==> src/rtl/uart_pkg.sv <==
// uart_pkg: shared state encoding and byte width for the UART transmit arbiter
package uart_pkg;
  localparam int UART_BYTE_W = 8;
  typedef enum logic [1:0] {IDLE = 2'd0, ISSUE = 2'd1, WAIT = 2'd2} arb_state_t;
endpackage

==> src/rtl/uart_tx_arb_if.sv <==
// uart_tx_arb_if: requester byte streams and transceiver strobes shared by the arbiter
interface uart_tx_arb_if #(parameter int NUM_REQ = 2);
  import uart_pkg::*;
  logic [NUM_REQ-1:0] req_valid_i;
  logic [NUM_REQ-1:0][UART_BYTE_W-1:0] req_data_i;
  logic [NUM_REQ-1:0] req_last_i;
  logic [NUM_REQ-1:0] req_ready_o;
  logic [UART_BYTE_W-1:0] tx_data_o;
  logic tx_wr_o;
  logic tx_done_i;
  logic [NUM_REQ-1:0] grant_o;
  logic busy_o;
  logic err_o;
  modport master (
    output req_valid_i, req_data_i, req_last_i, tx_done_i,
    input  req_ready_o, tx_data_o, tx_wr_o, grant_o, busy_o, err_o
  );
  modport slave (
    input  req_valid_i, req_data_i, req_last_i, tx_done_i,
    output req_ready_o, tx_data_o, tx_wr_o, grant_o, busy_o, err_o
  );
endinterface

==> src/rtl/rr_arbiter.sv <==
// rr_arbiter: combinational rotating-priority pick of the first request at or after the pointer
module rr_arbiter #(
  parameter int NUM_REQ = 2,
  parameter int IW = $clog2(NUM_REQ)
) (
  input  logic [NUM_REQ-1:0] i_req,
  input  logic [IW-1:0]      i_ptr,
  output logic [NUM_REQ-1:0] o_gnt,
  output logic [IW-1:0]      o_idx,
  output logic               o_any
);
  logic [IW-1:0] w_j;
  // Scan from the farthest offset back to the pointer so the nearest requester wins
  always_comb begin
    o_idx = '0;
    w_j = '0;
    for (int i = NUM_REQ - 1; i >= 0; i--) begin
      w_j = IW'((int'(i_ptr) + i) % NUM_REQ);
      o_idx = i_req[w_j] ? w_j : o_idx;
    end
  end
  assign o_any = |i_req;
  assign o_gnt = o_any ? NUM_REQ'(1) << o_idx : '0;
endmodule

==> src/rtl/uart_tx_arb.sv <==
// uart_tx_arb: frame-level round-robin sharing of one UART transmitter; optional stall abort under UART_TX_ARB_TIMEOUT_EN
module uart_tx_arb
  import uart_pkg::*;
#(
  parameter int          NUM_REQ      = 2,
  parameter logic [15:0] IDLE_TIMEOUT = 16'd65535
) (
  input logic         clk,
  input logic         rst_n,
  uart_tx_arb_if.slave bus
);
  localparam int IW = $clog2(NUM_REQ);
  localparam logic [1:0] S_IDLE  = IDLE;
  localparam logic [1:0] S_ISSUE = ISSUE;
  localparam logic [1:0] S_WAIT  = WAIT;

  logic [1:0]             r_state;
  logic [NUM_REQ-1:0]     r_grant;
  logic [IW-1:0]          r_idx;
  logic [IW-1:0]          r_ptr;
  logic [UART_BYTE_W-1:0] r_tx_data;
  logic                   r_tx_wr;
  logic                   r_last;
  logic                   r_busy;
  logic [NUM_REQ-1:0]     w_gnt;
  logic [IW-1:0]          w_idx;
  logic [IW-1:0]          w_next_ptr;
  logic                   w_any;
  logic                   w_issue;
  logic                   w_hs;
  logic                   w_frame_end;
  logic                   w_abort;

  rr_arbiter #(.NUM_REQ(NUM_REQ)) u_rr (
    .i_req(bus.req_valid_i),
    .i_ptr(r_ptr),
    .o_gnt(w_gnt),
    .o_idx(w_idx),
    .o_any(w_any)
  );

  assign w_issue     = r_state == S_ISSUE;
  assign w_hs        = w_issue && bus.req_valid_i[r_idx];
  assign w_frame_end = r_state == S_WAIT && bus.tx_done_i && r_last;
  assign w_next_ptr  = (r_idx == IW'(NUM_REQ - 1)) ? '0 : r_idx + IW'(1);

  assign bus.req_ready_o = w_issue ? (r_grant & bus.req_valid_i) : '0;
  assign bus.tx_data_o   = r_tx_data;
  assign bus.tx_wr_o     = r_tx_wr;
  assign bus.grant_o     = r_grant;
  assign bus.busy_o      = r_busy;

`ifdef UART_TX_ARB_TIMEOUT_EN
  logic [15:0] r_cnt;
  logic        r_err;
  assign w_abort   = w_issue && !w_hs && (r_cnt + 16'd1 == IDLE_TIMEOUT);
  assign bus.err_o = r_err;
  // Count consecutive owner stall cycles in ISSUE; any other cycle restarts the count
  always_ff @(posedge clk) begin
    if (!rst_n) begin
      r_cnt <= '0;
      r_err <= 1'b0;
    end else begin
      r_cnt <= (w_issue && !w_hs && !w_abort) ? r_cnt + 16'd1 : '0;
      r_err <= r_err | w_abort;
    end
  end
`else
  logic w_unused;
  assign w_abort   = 1'b0;
  assign w_unused  = ^IDLE_TIMEOUT;
  assign bus.err_o = 1'b0;
`endif

  // Grant, byte issue, done pacing and pointer rotation; frame end or abort releases the line
  always_ff @(posedge clk) begin
    if (!rst_n) begin
      r_state   <= S_IDLE;
      r_grant   <= '0;
      r_idx     <= '0;
      r_ptr     <= '0;
      r_tx_data <= '0;
      r_tx_wr   <= 1'b0;
      r_last    <= 1'b0;
      r_busy    <= 1'b0;
    end else begin
      r_tx_wr <= w_hs;
      if (r_state == S_IDLE && w_any) begin
        r_state <= S_ISSUE;
        r_grant <= w_gnt;
        r_idx   <= w_idx;
        r_busy  <= 1'b1;
      end
      if (w_hs) begin
        r_state   <= S_WAIT;
        r_tx_data <= bus.req_data_i[r_idx];
        r_last    <= bus.req_last_i[r_idx];
      end
      if (r_state == S_WAIT && bus.tx_done_i && !r_last)
        r_state <= S_ISSUE;
      if (w_frame_end || w_abort) begin
        r_state <= S_IDLE;
        r_grant <= '0;
        r_busy  <= 1'b0;
        r_ptr   <= w_next_ptr;
      end
    end
  end
endmodule

==> src/flat_wrapper.sv <==
// flat-port wrapper written by rule: the top's interface ports become plain ports
module uart_tx_arb_flat import uart_pkg::*;
#(
  parameter int          NUM_REQ      = 2,
  parameter logic [15:0] IDLE_TIMEOUT = 16'd65535
)
  (clk, rst_n, bus_req_valid_i, bus_req_data_i, bus_req_last_i, bus_tx_done_i, bus_req_ready_o, bus_tx_data_o, bus_tx_wr_o, bus_grant_o, bus_busy_o, bus_err_o);
  uart_tx_arb_if #(.NUM_REQ(NUM_REQ)) bus_i ();
  input logic clk;
  input logic rst_n;
  input wire logic [$bits(bus_i.req_valid_i)-1:0] bus_req_valid_i;
  input wire logic [$bits(bus_i.req_data_i)-1:0] bus_req_data_i;
  input wire logic [$bits(bus_i.req_last_i)-1:0] bus_req_last_i;
  input wire logic [$bits(bus_i.tx_done_i)-1:0] bus_tx_done_i;
  output wire logic [$bits(bus_i.req_ready_o)-1:0] bus_req_ready_o;
  output wire logic [$bits(bus_i.tx_data_o)-1:0] bus_tx_data_o;
  output wire logic [$bits(bus_i.tx_wr_o)-1:0] bus_tx_wr_o;
  output wire logic [$bits(bus_i.grant_o)-1:0] bus_grant_o;
  output wire logic [$bits(bus_i.busy_o)-1:0] bus_busy_o;
  output wire logic [$bits(bus_i.err_o)-1:0] bus_err_o;
  assign bus_i.req_valid_i = bus_req_valid_i;
  assign bus_i.req_data_i = bus_req_data_i;
  assign bus_i.req_last_i = bus_req_last_i;
  assign bus_i.tx_done_i = bus_tx_done_i;
  assign bus_req_ready_o = bus_i.req_ready_o;
  assign bus_tx_data_o = bus_i.tx_data_o;
  assign bus_tx_wr_o = bus_i.tx_wr_o;
  assign bus_grant_o = bus_i.grant_o;
  assign bus_busy_o = bus_i.busy_o;
  assign bus_err_o = bus_i.err_o;
  uart_tx_arb #(.NUM_REQ(NUM_REQ), .IDLE_TIMEOUT(IDLE_TIMEOUT)) u_core (.clk(clk), .rst_n(rst_n), .bus(bus_i));
endmodule
==> config.mk <==
export PLATFORM = sky130hd
export DESIGN_NAME = uart_tx_arb_flat
export DESIGN_NICKNAME = d
export VERILOG_FILES = /design/src/rtl/uart_pkg.sv /design/src/rtl/uart_tx_arb_if.sv /design/src/rtl/rr_arbiter.sv /design/src/rtl/uart_tx_arb.sv /design/src/flat_wrapper.sv
export SDC_FILE = /design/constraint.sdc
export NUM_CORES = 1
export LEC_CHECK = 0
export BUFFER_PORTS_ARGS = -buffer_cell sky130_fd_sc_hd__buf_2
export CAP_MARGIN = 5
export CORE_MARGIN = 5
export CORE_UTILIZATION = 43
export CTS_CLUSTER_DIAMETER = 100
export DETAILED_ROUTE_END_ITERATION = 6
export PLACE_DENSITY = 0.76
export SYNTH_ARGS = -nofsm -noshare
export SYNTH_HDL_FRONTEND = slang
export SYNTH_SLANG_ARGS = --single-unit
==> constraint.sdc <==
create_clock -name clk -period 1.8 [get_ports clk]
set_clock_uncertainty 0.1 [all_clocks]
set_input_delay 0.36 -clock clk [delete_from_list [all_inputs] [get_ports clk]]
set_output_delay 0.36 -clock clk [all_outputs]
set_load 0.005 [all_outputs]
-- After elaboration in Yosys (flattened, before gate mapping)
Cells that the tools add are included.
- register bits after elaboration: 17
- add/subtract/negate cells: 2
- $lt $le $gt $ge: 3
- equal/unequal tests: 2
- shifts and indexed selects: 1
- mux-type cells: 18
- bitwise operators: 2
- reduce and logical (&&, ||, !) cells: 12
- operator list (kind ; number):
    8-bit 2-to-1 mux ; 2
    1-bit 2-to-1 mux ; 12
    2-bit 2-to-1 mux ; 4
    1-bit by 2-bit < comparator with 1-bit output (second input constant) ; 3
    1-bit logical AND ; 5
    2-bit OR reduction ; 2
    3-bit nonzero test ; 1
    3-bit OR reduction ; 1
    1-bit adder (second input constant) ; 2
    2-bit AND ; 1
    2-bit by 1-bit == test with 1-bit output (second input constant) ; 1
    2-bit == test (second input constant) ; 1
    2-bit logical NOT ; 1
    2-bit nonzero test ; 1
    1-bit by 1-bit left shift with 2-bit output (first input constant) ; 1
    1-bit logical NOT ; 1
    1-bit inverter ; 1

-- Logic depth before layout (Yosys ltp)
- depth after elaboration: 7
- depth in mapped cells: 4
- gate-level depth less buffers: 3

-- Hierarchy
A second synthesis with hierarchy kept.
- cell total of the unflattened synthesis: 80
- area total of the unflattened synthesis: 823.3 µm²
- modules (own cells, without submodules) (module ; times used ; cells an instance ; area each (µm²)):
    uart_tx_arb ; 1 ; 75 ; 790.8
    rr_arbiter ; 1 ; 5 ; 32.5

-- Worst setup path before layout
OpenSTA, ideal clock, no wires.
- path type: register -> output
- start point: register u_core.r_state[0]
- end point: output bus_req_ready_o[0]
- data arrival time: 0.944 ns
- data required time: 1.340 ns
- slack: 0.396 ns
- stages on the path, launching flop included: 4
- buffers on the path: 1
- path through: dfxtp_1 > nor2b_1 > buf_2 > and3_1
- word-level cells in the longest chain between the ends: 2
- RTL lines (what ; line ; source):
    start, declared ; uart_tx_arb.sv:17 ; logic [1:0] r_state;
    start signal, assigned ; uart_tx_arb.sv:78 ; r_state <= S_IDLE;
    start signal, assigned ; uart_tx_arb.sv:89 ; r_state <= S_ISSUE;
    start signal, assigned ; uart_tx_arb.sv:95 ; r_state <= S_WAIT;
    2-bit by 1-bit == test with 1-bit output ; uart_tx_arb.sv:42 ; assign w_issue = r_state == S_ISSUE;
    2-bit 2-to-1 mux ; uart_tx_arb.sv:47 ; assign bus.req_ready_o = w_issue ? (r_grant & bus.req_valid_i) : '0;
    end, declared ; flat_wrapper.sv:15 ; output wire logic [$bits(bus_i.req_ready_o)-1:0] bus_req_ready_o;
No other way between the ends.

-- Final worst setup path
Ends and elaborated chain as after synthesis.

==> flow_summary.ini <==
[yosys]
async_flop_share = 0
yosys_warnings = 0
synth.top_cell.area_share = 0.419
syn-cell-area_um2 = 812
synth_edf_count = 0
synth.distinct_cells = 29
yosysSeqAreaShare = 0.419
syn-num-nets = 105
synth_top_area_cell = dfxtp_1
ys_top_cells_by_area = dfxtp_1, mux2i_1, o211a_1
synthMostInstantiatedCell = dfxtp_1
avgSynthCellArea_um2 = 9.90
synth_cells = 82
synth_common_cells = dfxtp_1, mux2i_1, nand3_1, o211a_1, nand2_1
synth-main-ff-cell = dfxtp_1
synth_seq_cells = 17

[worst_setup_path]
path_cells = nor2b_1, and3_1, buf_2
arrival_ns = 1.22
crit_slowest_cell = dfxtp_1
crit_path_end_kind = output pin
cp_slowest_stage_delay_ns = 0.40
start_kind = flip-flop
cp.required_ns = 1.34
setup.worst_path.class = reg2out
cp_max_fo = 6

[outcome]
outcome = finished, final reports clean

[floorplan]
die_area_um2 = 2860
initial_core_util = 0.460
rows = 15
die_w_um = 53.5
die_h_um = 53.5
design.core.area_um2 = 1760
ios = 38

[global_routing]
grt_pass1_vias = 689
grt-ovfl-total = 0
grt_max_degree = 15
grt_pass1_wl_um = 2880
grt_antenna_before_repair = 0
grt_use_total = 0.141

[placed_design]
place_area_um2 = 1000
dp_hpwl_um = 1370
gp_congestion = 0.812
port_buffers = 36

[routing]
remaining_drc_errors = 0
wirelength_um = 1790
dr.pass1.iters = 4
vias_per_cell = 5.10
vias = 729
drtIter0Drc = 11
wl_per_cell_um = 12.5
ant_nets = 0

[clock_tree]
cts_setup_buffers = 0
htreeDepth = 1
ctsHoldBuffers = 0
worstSkewPairLatency_ns = 0.29
clkTransAtPathRegs_ns = 0.10
cts_tree = yes
cts_root_buf = clkbuf_4
cts_resized = 0
cts.sinks = 17
cts.path.max_buffers = 2
numCtsBuffers = 3

[sta]
clock.fmax_ghz = 0.596
period_share = 0.931
hold_viol_final = 0
setup_viol = 0
setup_tns_ns = 0
min_period_ns = 1.68
rsz0062_at_grt = false
drv_slew = 0

[power]
powerDensity_nw_per_um2 = 785
power_leakage_nw = 0.573
peakVddDrop_mv = 0.343

[final_layout]
nNetsFinal = 142
antennaDiodeCount = 0
syn2layout_area_growth_pct = 26.5
drive_gt1_frac = 0.373
final_cell_area_um2 = 1030

[run]
max_cap_violations = 0

[min_path]
hp-class = in2reg
worst max-delay path, delay by kind of cell, from the launching register on:
family	cells	cell delay (ns)
buffers and inverters	1	0.11
flip-flops	1	0.40
AND/OR/NAND/NOR	2	0.42
cell type report:
cell class              instances  area [um2]
inverters                       3        11.3
multi-input cells              56         423
fillers                       189         737
flip-flops and latches         17         340
well taps                      25        31.3
clock buffers                   4        26.3
repair buffers                 38         195
logic make-up (layout without fill, tap and decap cells):
| kind of cell | count (synthesis) | in the layout | share of synthesized area |
|---|---|---|---|
| AND/OR/NAND/NOR | 25 | 25 | 0.173 |
| multiplexers | 11 | 11 | 0.142 |
| buffers and inverters | 9 | 45 | 0.0601 |
| other | 1 | 1 | 0.00462 |
| flip-flops | 17 | 17 | 0.419 |
| AO/OA/AOI/OAI | 19 | 19 | 0.202 |
flip-flops by register name (all words and copies together) (netlist names):
register	count
u_core.bus.grant_o	2
u_core.bus.busy_o	1
u_core.r_last	1
u_core.r_idx	1
u_core.bus.tx_wr_o	1
u_core.r_state	2
u_core.r_ptr	1
u_core.bus.tx_data_o	8
placed cells by master, fill, tap and decap left out, drive strengths merged, types with 2 or more instances in the layout:
master  count
a21boi      2
a21oi       2
and2        2
and3        3
buf        38
clkbuf      4
dfxtp      17
inv         3
mux2i      10
nand2       4
nand3       9
nor2        2
o211a       9
or3b        2
stage by stage:
step                      cells  hold slack [ns]  power [W]  utilization  worst slack (ns)
after global placement      139            0.332   0.000611        0.567             0.343
final                       143            0.323   0.000807        0.582             0.123
after CTS                   143            0.318   0.000815        0.582             0.118
after floorplan              82            0.342   0.000547            -             0.396
after global routing        143            0.321   0.000857        0.582            0.0331
after detailed placement    139            0.334   0.000615        0.567             0.328
layer usage:
metal  part of all wire  wire, um  global-route usage  vias up
met1               0.45       809               0.176      328
met3              0.080       143              0.0366        2
li1                   -         -                   -      369
met4             0.0089        16              0.0723        0
met5                  0         0                   0        -
met2               0.46       821               0.218       30
final timing paths:
check,startpoint,to,slack (ns),cells past startpoint
worst min register to register,u_core.bus.busy_o,u_core.bus.busy_o,0.34,2
worst max register to register,u_core.r_state[0],u_core.r_state[1],0.43,4
worst max-delay path,u_core.r_state[0],bus_req_ready_o[0],0.12,3
worst min-delay path,rst_n,u_core.bus.tx_data_o[2],0.32,2
where the power goes:
group / internal, W / switching, W
clock: 0.0000861 / 0.000115
sequential: 0.000410 / 0.0000206
combinational: 0.0000916 / 0.0000836
Power figures use the tool's default switching activity.
